===== config.mk =====
export PLATFORM = sky130hd
export DESIGN_NAME = jump_dispatch_flat
export DESIGN_NICKNAME = d
export VERILOG_FILES = /design/src/rtl/jump_dispatch_if.sv /design/src/rtl/jump_dispatch.sv /design/src/flat_wrapper.sv
export SDC_FILE = /design/constraint.sdc
export NUM_CORES = 1
export LEC_CHECK = 0
export BUFFER_PORTS_ARGS = -buffer_cell sky130_fd_sc_hd__buf_2
export CAP_MARGIN = 30
export CORE_UTILIZATION = 51
export DETAILED_ROUTE_END_ITERATION = 16
export HOLD_SLACK_MARGIN = 0.08
export PLACE_DENSITY = 0.8
export SLEW_MARGIN = 20
export SYNTH_ARGS = -nofsm -noshare
export SYNTH_HDL_FRONTEND = slang
export SYNTH_SLANG_ARGS = --single-unit

===== constraint.sdc =====
create_clock -name clk -period 5 [get_ports clk]
set_input_delay 0.75 -clock clk [delete_from_list [all_inputs] [get_ports clk]]
set_output_delay 0.75 -clock clk [all_outputs]
set_load 0.005 [all_outputs]

===== src/rtl/jump_dispatch_if.sv =====
`default_nettype none
// ============================================================================
// Module   : jump_unit_reserv_inf
// Purpose  : Reservation-entry bundle that the dispatcher drives into the jump unit
// Revision : 1.0
// ============================================================================
interface jump_unit_reserv_inf #(
    parameter int COMMON_W = 32,
    parameter int TAG_W    = 4
);
    logic [TAG_W-1:0]    target;
    logic [COMMON_W-1:0] val [1:2];
    logic [TAG_W-1:0]    tag;
    logic [COMMON_W-1:0] pc_addr;

    modport out (output target, val, tag, pc_addr);
    modport in  (input  target, val, tag, pc_addr);
endinterface
`default_nettype wire


===== src/rtl/jump_dispatch.sv =====
`default_nettype none
// ============================================================================
// Module   : jump_dispatch
// Purpose  : Accepts decoded JAL/JALR, binds a ROB tag, drives one-cycle jump-unit entries under credit flow control
// Revision : 1.0
// ============================================================================
module jump_dispatch #(
    parameter int               COMMON_W      = 32,
    parameter int               TAG_W         = 4,
    parameter logic [TAG_W-1:0] TAG_INVALID   = '1,
    parameter int               RES_ENTRY_NUM = 4
) (
    input  logic                clk,
    input  logic                rst,
    input  logic                in_valid,
    output logic                in_ready,
    input  logic                in_is_jalr,
    input  logic [COMMON_W-1:0] in_pc,
    input  logic [COMMON_W-1:0] in_imm,
    input  logic [COMMON_W-1:0] in_rs1_val,
    input  logic [TAG_W-1:0]    in_rs1_tag,
    input  logic                rob_tag_valid,
    input  logic [TAG_W-1:0]    rob_tag,
    output logic                rob_alloc,
    input  logic [TAG_W-1:0]    issue_target,
    jump_unit_reserv_inf.out    new_entry,
    output logic                err_credit,
    output logic [31:0]         dispatch_cnt
);
    localparam int                C_CRED_W   = $clog2(RES_ENTRY_NUM + 1);
    localparam logic [C_CRED_W-1:0] C_CRED_MAX = C_CRED_W'(RES_ENTRY_NUM);

    logic [C_CRED_W-1:0] r_credits;
    logic                w_accept;
    logic                w_ret;
    logic [COMMON_W-1:0] w_val1;
    logic [COMMON_W-1:0] w_val2;
    logic [TAG_W-1:0]    w_tag;

    assign in_ready  = !rst && rob_tag_valid && (r_credits != '0);
    assign w_accept  = in_valid && in_ready;
    assign rob_alloc = w_accept;
    assign w_ret     = (issue_target != TAG_INVALID);

    // JALR val2 is imm-pc so the unit's pc+val1+val2 sum yields rs1+imm.
    always_comb begin
        w_val1 = '0;
        w_val2 = in_imm;
        w_tag  = TAG_INVALID;
        if (in_is_jalr) begin
            w_val2 = in_imm - in_pc;
            if (in_rs1_tag == TAG_INVALID) begin
                w_val1 = in_rs1_val;
            end else begin
                w_tag = in_rs1_tag;
            end
        end
    end

    always_ff @(posedge clk or posedge rst) begin
        if (rst) begin
            new_entry.target  <= TAG_INVALID;
            new_entry.val[1]  <= '0;
            new_entry.val[2]  <= '0;
            new_entry.tag     <= TAG_INVALID;
            new_entry.pc_addr <= '0;
        end else if (w_accept) begin
            new_entry.target  <= rob_tag;
            new_entry.val[1]  <= w_val1;
            new_entry.val[2]  <= w_val2;
            new_entry.tag     <= w_tag;
            new_entry.pc_addr <= in_pc;
        end else begin
            new_entry.target  <= TAG_INVALID;
        end
    end

    // A return at full credit with no accept is a consumer protocol error; credit saturates.
    always_ff @(posedge clk or posedge rst) begin
        if (rst) begin
            r_credits    <= C_CRED_MAX;
            err_credit   <= 1'b0;
            dispatch_cnt <= '0;
        end else begin
            if (w_accept && !w_ret) begin
                r_credits <= r_credits - C_CRED_W'(1);
            end else if (!w_accept && w_ret) begin
                if (r_credits == C_CRED_MAX) begin
                    err_credit <= 1'b1;
                end else begin
                    r_credits <= r_credits + C_CRED_W'(1);
                end
            end
            if (w_accept) begin
                dispatch_cnt <= dispatch_cnt + 32'd1;
            end
        end
    end
endmodule
`default_nettype wire


===== src/flat_wrapper.sv =====
// flat-port wrapper written by rule: the top's interface ports become plain ports
module jump_dispatch_flat 
#(
    parameter int               COMMON_W      = 32,
    parameter int               TAG_W         = 4,
    parameter logic [TAG_W-1:0] TAG_INVALID   = '1,
    parameter int               RES_ENTRY_NUM = 4
)
  (clk, rst, in_valid, in_ready, in_is_jalr, in_pc, in_imm, in_rs1_val, in_rs1_tag, rob_tag_valid, rob_tag, rob_alloc, issue_target, err_credit, dispatch_cnt, new_entry_target, new_entry_val, new_entry_tag, new_entry_pc_addr);
  jump_unit_reserv_inf #(.COMMON_W(COMMON_W), .TAG_W(TAG_W)) new_entry_i ();
  input  logic clk;
  input  logic rst;
  input  logic in_valid;
  output logic in_ready;
  input  logic in_is_jalr;
  input  logic [COMMON_W-1:0] in_pc;
  input  logic [COMMON_W-1:0] in_imm;
  input  logic [COMMON_W-1:0] in_rs1_val;
  input  logic [TAG_W-1:0] in_rs1_tag;
  input  logic rob_tag_valid;
  input  logic [TAG_W-1:0] rob_tag;
  output logic rob_alloc;
  input  logic [TAG_W-1:0] issue_target;
  output logic err_credit;
  output logic [31:0] dispatch_cnt;
  output wire logic [$bits(new_entry_i.target)-1:0] new_entry_target;
  output wire logic [$bits(new_entry_i.val)-1:0] new_entry_val;
  output wire logic [$bits(new_entry_i.tag)-1:0] new_entry_tag;
  output wire logic [$bits(new_entry_i.pc_addr)-1:0] new_entry_pc_addr;
  assign new_entry_target = new_entry_i.target;
  assign new_entry_val = {>>{new_entry_i.val}};
  assign new_entry_tag = new_entry_i.tag;
  assign new_entry_pc_addr = new_entry_i.pc_addr;
  jump_dispatch #(.COMMON_W(COMMON_W), .TAG_W(TAG_W), .TAG_INVALID(TAG_INVALID), .RES_ENTRY_NUM(RES_ENTRY_NUM)) u_core (.clk(clk), .rst(rst), .in_valid(in_valid), .in_ready(in_ready), .in_is_jalr(in_is_jalr), .in_pc(in_pc), .in_imm(in_imm), .in_rs1_val(in_rs1_val), .in_rs1_tag(in_rs1_tag), .rob_tag_valid(rob_tag_valid), .rob_tag(rob_tag), .rob_alloc(rob_alloc), .issue_target(issue_target), .new_entry(new_entry_i), .err_credit(err_credit), .dispatch_cnt(dispatch_cnt));
endmodule

==> results.toml <==
[clocking]
postCtsSetupBuffers = 0
path_clk_slew_ps = 60
cts_resized = 0
cts_hold_buf = 0
cts_buffer_depth = 2
cts_root_buffer = "clkbuf_16"
cts_tree = "built"
cts.sinks = 140
insertion_delay_ps = 440
htreeDepth = 4
cts_buffers = 17

[power]
switching_power_mw = 1.25
internal-power_mw = 2.57
vdd_ir_drop_max_mv = 0.253
switching_share_pct = 32.7
clock_power_share_pct = 32.4
leakage_nw = 5.21
power_frac_seq_pct = 41.2
combinationalPowerShare_pct = 26.4
finalPower_mw = 3.81
powerDensity_mw_per_mm2 = 396

[critical_path]
crit_arrival_ps = 3340
critPathRequiredTime_ps = 5280
crit_type = "input pin to flop"
rr_worst_depth = 8
start_kind = "input pin"
cpPeakStageDelay_ps = 520
crit_slowest_cell = "a31oi_1"
end_kind = "flop"
crit_chain = "buf_2, ha_1, fa_1, nand2b_1, a21oi_1, o31ai_1, a31oi_1, a21boi_0, xnor2_1, mux2i_1, o21ai_0"
cp_max_fo = 5

[sta]
drv_slew = 0
period_needed_ps = 3060
setup_tns_ps = 0
hold_slack_ps = 363
rsz0062_at_grt = "false"
worstMarginPinSlew_ps = 877
fin_crit_sh_pct = 61.3
fin_skew_ps = 7.70
relSlewSlack_pct = 41.5
hold_violations = 0
setup_viol = 0
fmax_mhz = 326

[floorplan]
die_h_um = 125
initial_utilization_pct = 52.7
io_pins = 252
rows = 44
die_area_mm2 = 0.0156
die_w_um = 125
core_area_mm2 = 0.0146

[placement]
dp.cells = 1269
dp_hpwl_mm = 15.0
gp_congestion = 0.915
io_buffers = 251

[layout]
synthToLayoutAreaGrowth_pct = 25.4
n_antenna_cell = 0
final_cell_count_no_fill = 1302
final_net_count = 1254
nFillCells = 1238
utilization_pct = 66.0
drive_gt1_share_pct = 27.8
final_common_cell = "buf_2"
final_cell_mix = "buf_2 (251), nand2_1 (168), dfrtp_1 (131), o21ai_0 (68), nand3_1 (58)"

[synthesis]
synth_area_leaders = "dfrtp_1 (43%), nand2_1 (8.2%), ha_1 (5.5%), xnor2_1 (4.4%), o21ai_0 (4.4%)"
syn_avg_cell_area_um2 = 8.79
ys_seq_area_share_pct = 45.8
ys_ff_latch = 140
yosysTopAreaCell = "dfrtp_1"
syn_area_mm2 = 0.00768
async_flop_share_pct = 100
synthCells = 874
synth-edff-count = 0
yosysTopAreaCellShare_pct = 42.7
synth_fp_nets = 1023
synthFlopType = "dfrtp_1"
synth_warnings = 0
synthDistinctLibCells = 60

[global_route]
antenna_found_initial = 0
grt_max_degree = 104
grt_remaining_overflow = 0
grt_pass1_wl_mm = 34.2
grt_pass1_vias = 6839
grtUsageTotal_pct = 27.6

[drt]
routed_wl_mm = 20.9
routedWlPerCell_um = 16.0
drc_errors = 0
routed-via-count = 7204
drt-initial-drc-count = 524
via_per_inst = 5.53
drtPass1Iterations = 5
antenna_left = 0

[flow_run]
drv_cap = 0

[outcome]
status = "completed"

[worst_hold_path]
min_path_type = "input pin to asynchronous set/reset pin"
cell families (layout without fill, tap and decap cells):
group | Yosys count | in the layout | share of synthesized area (%)
compound gates | 178 | 178 | 13.8
xor+xnor | 54 | 54 | 6.16
fa+ha+maj | 36 | 36 | 6.06
buf+inv | 97 | 341 | 4.97
flops | 140 | 140 | 45.8
mux | 15 | 15 | 1.95
simple gates | 354 | 354 | 21.3
cell usage after synthesis, types with 3 or more instances:
library cell / instances
nor3_1: 13
xnor2_1: 39
buf_1: 4
dfrtp_1: 131
nand4_1: 16
and3_1: 22
nor4_1: 4
and4_1: 5
buf_2: 9
dfstp_2: 9
mux2i_1: 15
a21oi_1: 51
nand2_1: 168
a221oi_1: 4
or3_1: 3
xor2_1: 15
and2_1: 4
nand2b_1: 6
a31oi_1: 10
ha_1: 34
a21o_1: 12
or2_2: 3
o31ai_1: 4
nand3_1: 58
nor2_1: 42
clkbuf_1: 29
o21ai_0: 68
inv_1: 52
worst paths after layout:
path,startpoint,endpoint,slack (ps)
min in group clk,u_core.new_entry.val[59]$_DFFE_PP0N_,u_core.new_entry.val[59]$_DFFE_PP0N_,460
max in group asynchronous,rst,u_core.new_entry.tag[0]$_DFFE_PP1N_,3740
max,in_pc[0],u_core.new_entry.val[24]$_DFFE_PP0N_,1940
max reg2reg,u_core.r_credits[2]$_DFFE_PP1P_,u_core.dispatch_cnt[26]$_DFFE_PP0N_,2150
min,rst,u_core.dispatch_cnt[6]$_DFFE_PP0N_,360
min reg2reg,u_core.new_entry.val[59]$_DFFE_PP0N_,u_core.new_entry.val[59]$_DFFE_PP0N_,460
cell type report:
class / instances / area (um^2) / area share [%]
clock buffer: 19 / 443 / 4.60
clock inverter: 13 / 133 / 1.38
tap: 184 / 230 / 2.39
timing repair buffer: 257 / 1320 / 13.7
inverter: 52 / 203 / 2.10
multi-input combinational: 637 / 3790 / 39.3
sequential: 140 / 3510 / 36.5
metrics by stage:
step / setup WS, ps / cell area (um^2)
after detailed placement: 1550 / 9030
final: 1940 / 9630
after CTS: 1980 / 9610
after global routing: 1630 / 9630
after floorplan: 512 / 7680
after global placement: 1560 / 9030
power by group through the flow:
stage | registers (mW) | clock network (mW) | logic [mW]
floorplan | 1.60 | 0 | 0.523
global placement | 1.58 | 0 | 0.975
detailed placement | 1.59 | 0 | 1.00
CTS | 1.57 | 1.25 | 1.01
global route | 1.61 | 1.30 | 1.13
finish | 1.57 | 1.24 | 1.01
state kept, by name, summed over array words and instances (netlist names):
name                      cells
u_core.new_entry.pc_addr     32
u_core.r_credits              3
u_core.new_entry.target       4
u_core.new_entry.val         64
u_core.new_entry.tag          4
u_core.err_credit             1
u_core.dispatch_cnt          32
worst max-delay path, delay by kind of cell:
family | cells | cell delay, ps
AO/OA/AOI/OAI | 5 | 1350
XOR/XNOR | 1 | 180
adder cells (fa/ha/maj) | 2 | 650
buffers and inverters | 1 | 110
multiplexers | 1 | 120
AND/OR/NAND/NOR | 1 | 180
per-layer routing:
metal	vias to the layer above	routed length [um]	share of wire (%)	track usage, %
li1	3470	-	-	-
met1	3438	9150	44	36.9
met2	267	10100	48	45.0
met3	29	1300	6.2	4.98
met4	0	380	1.8	9.71
met5	-	0	0	0
Power figures use the tool's default switching activity.
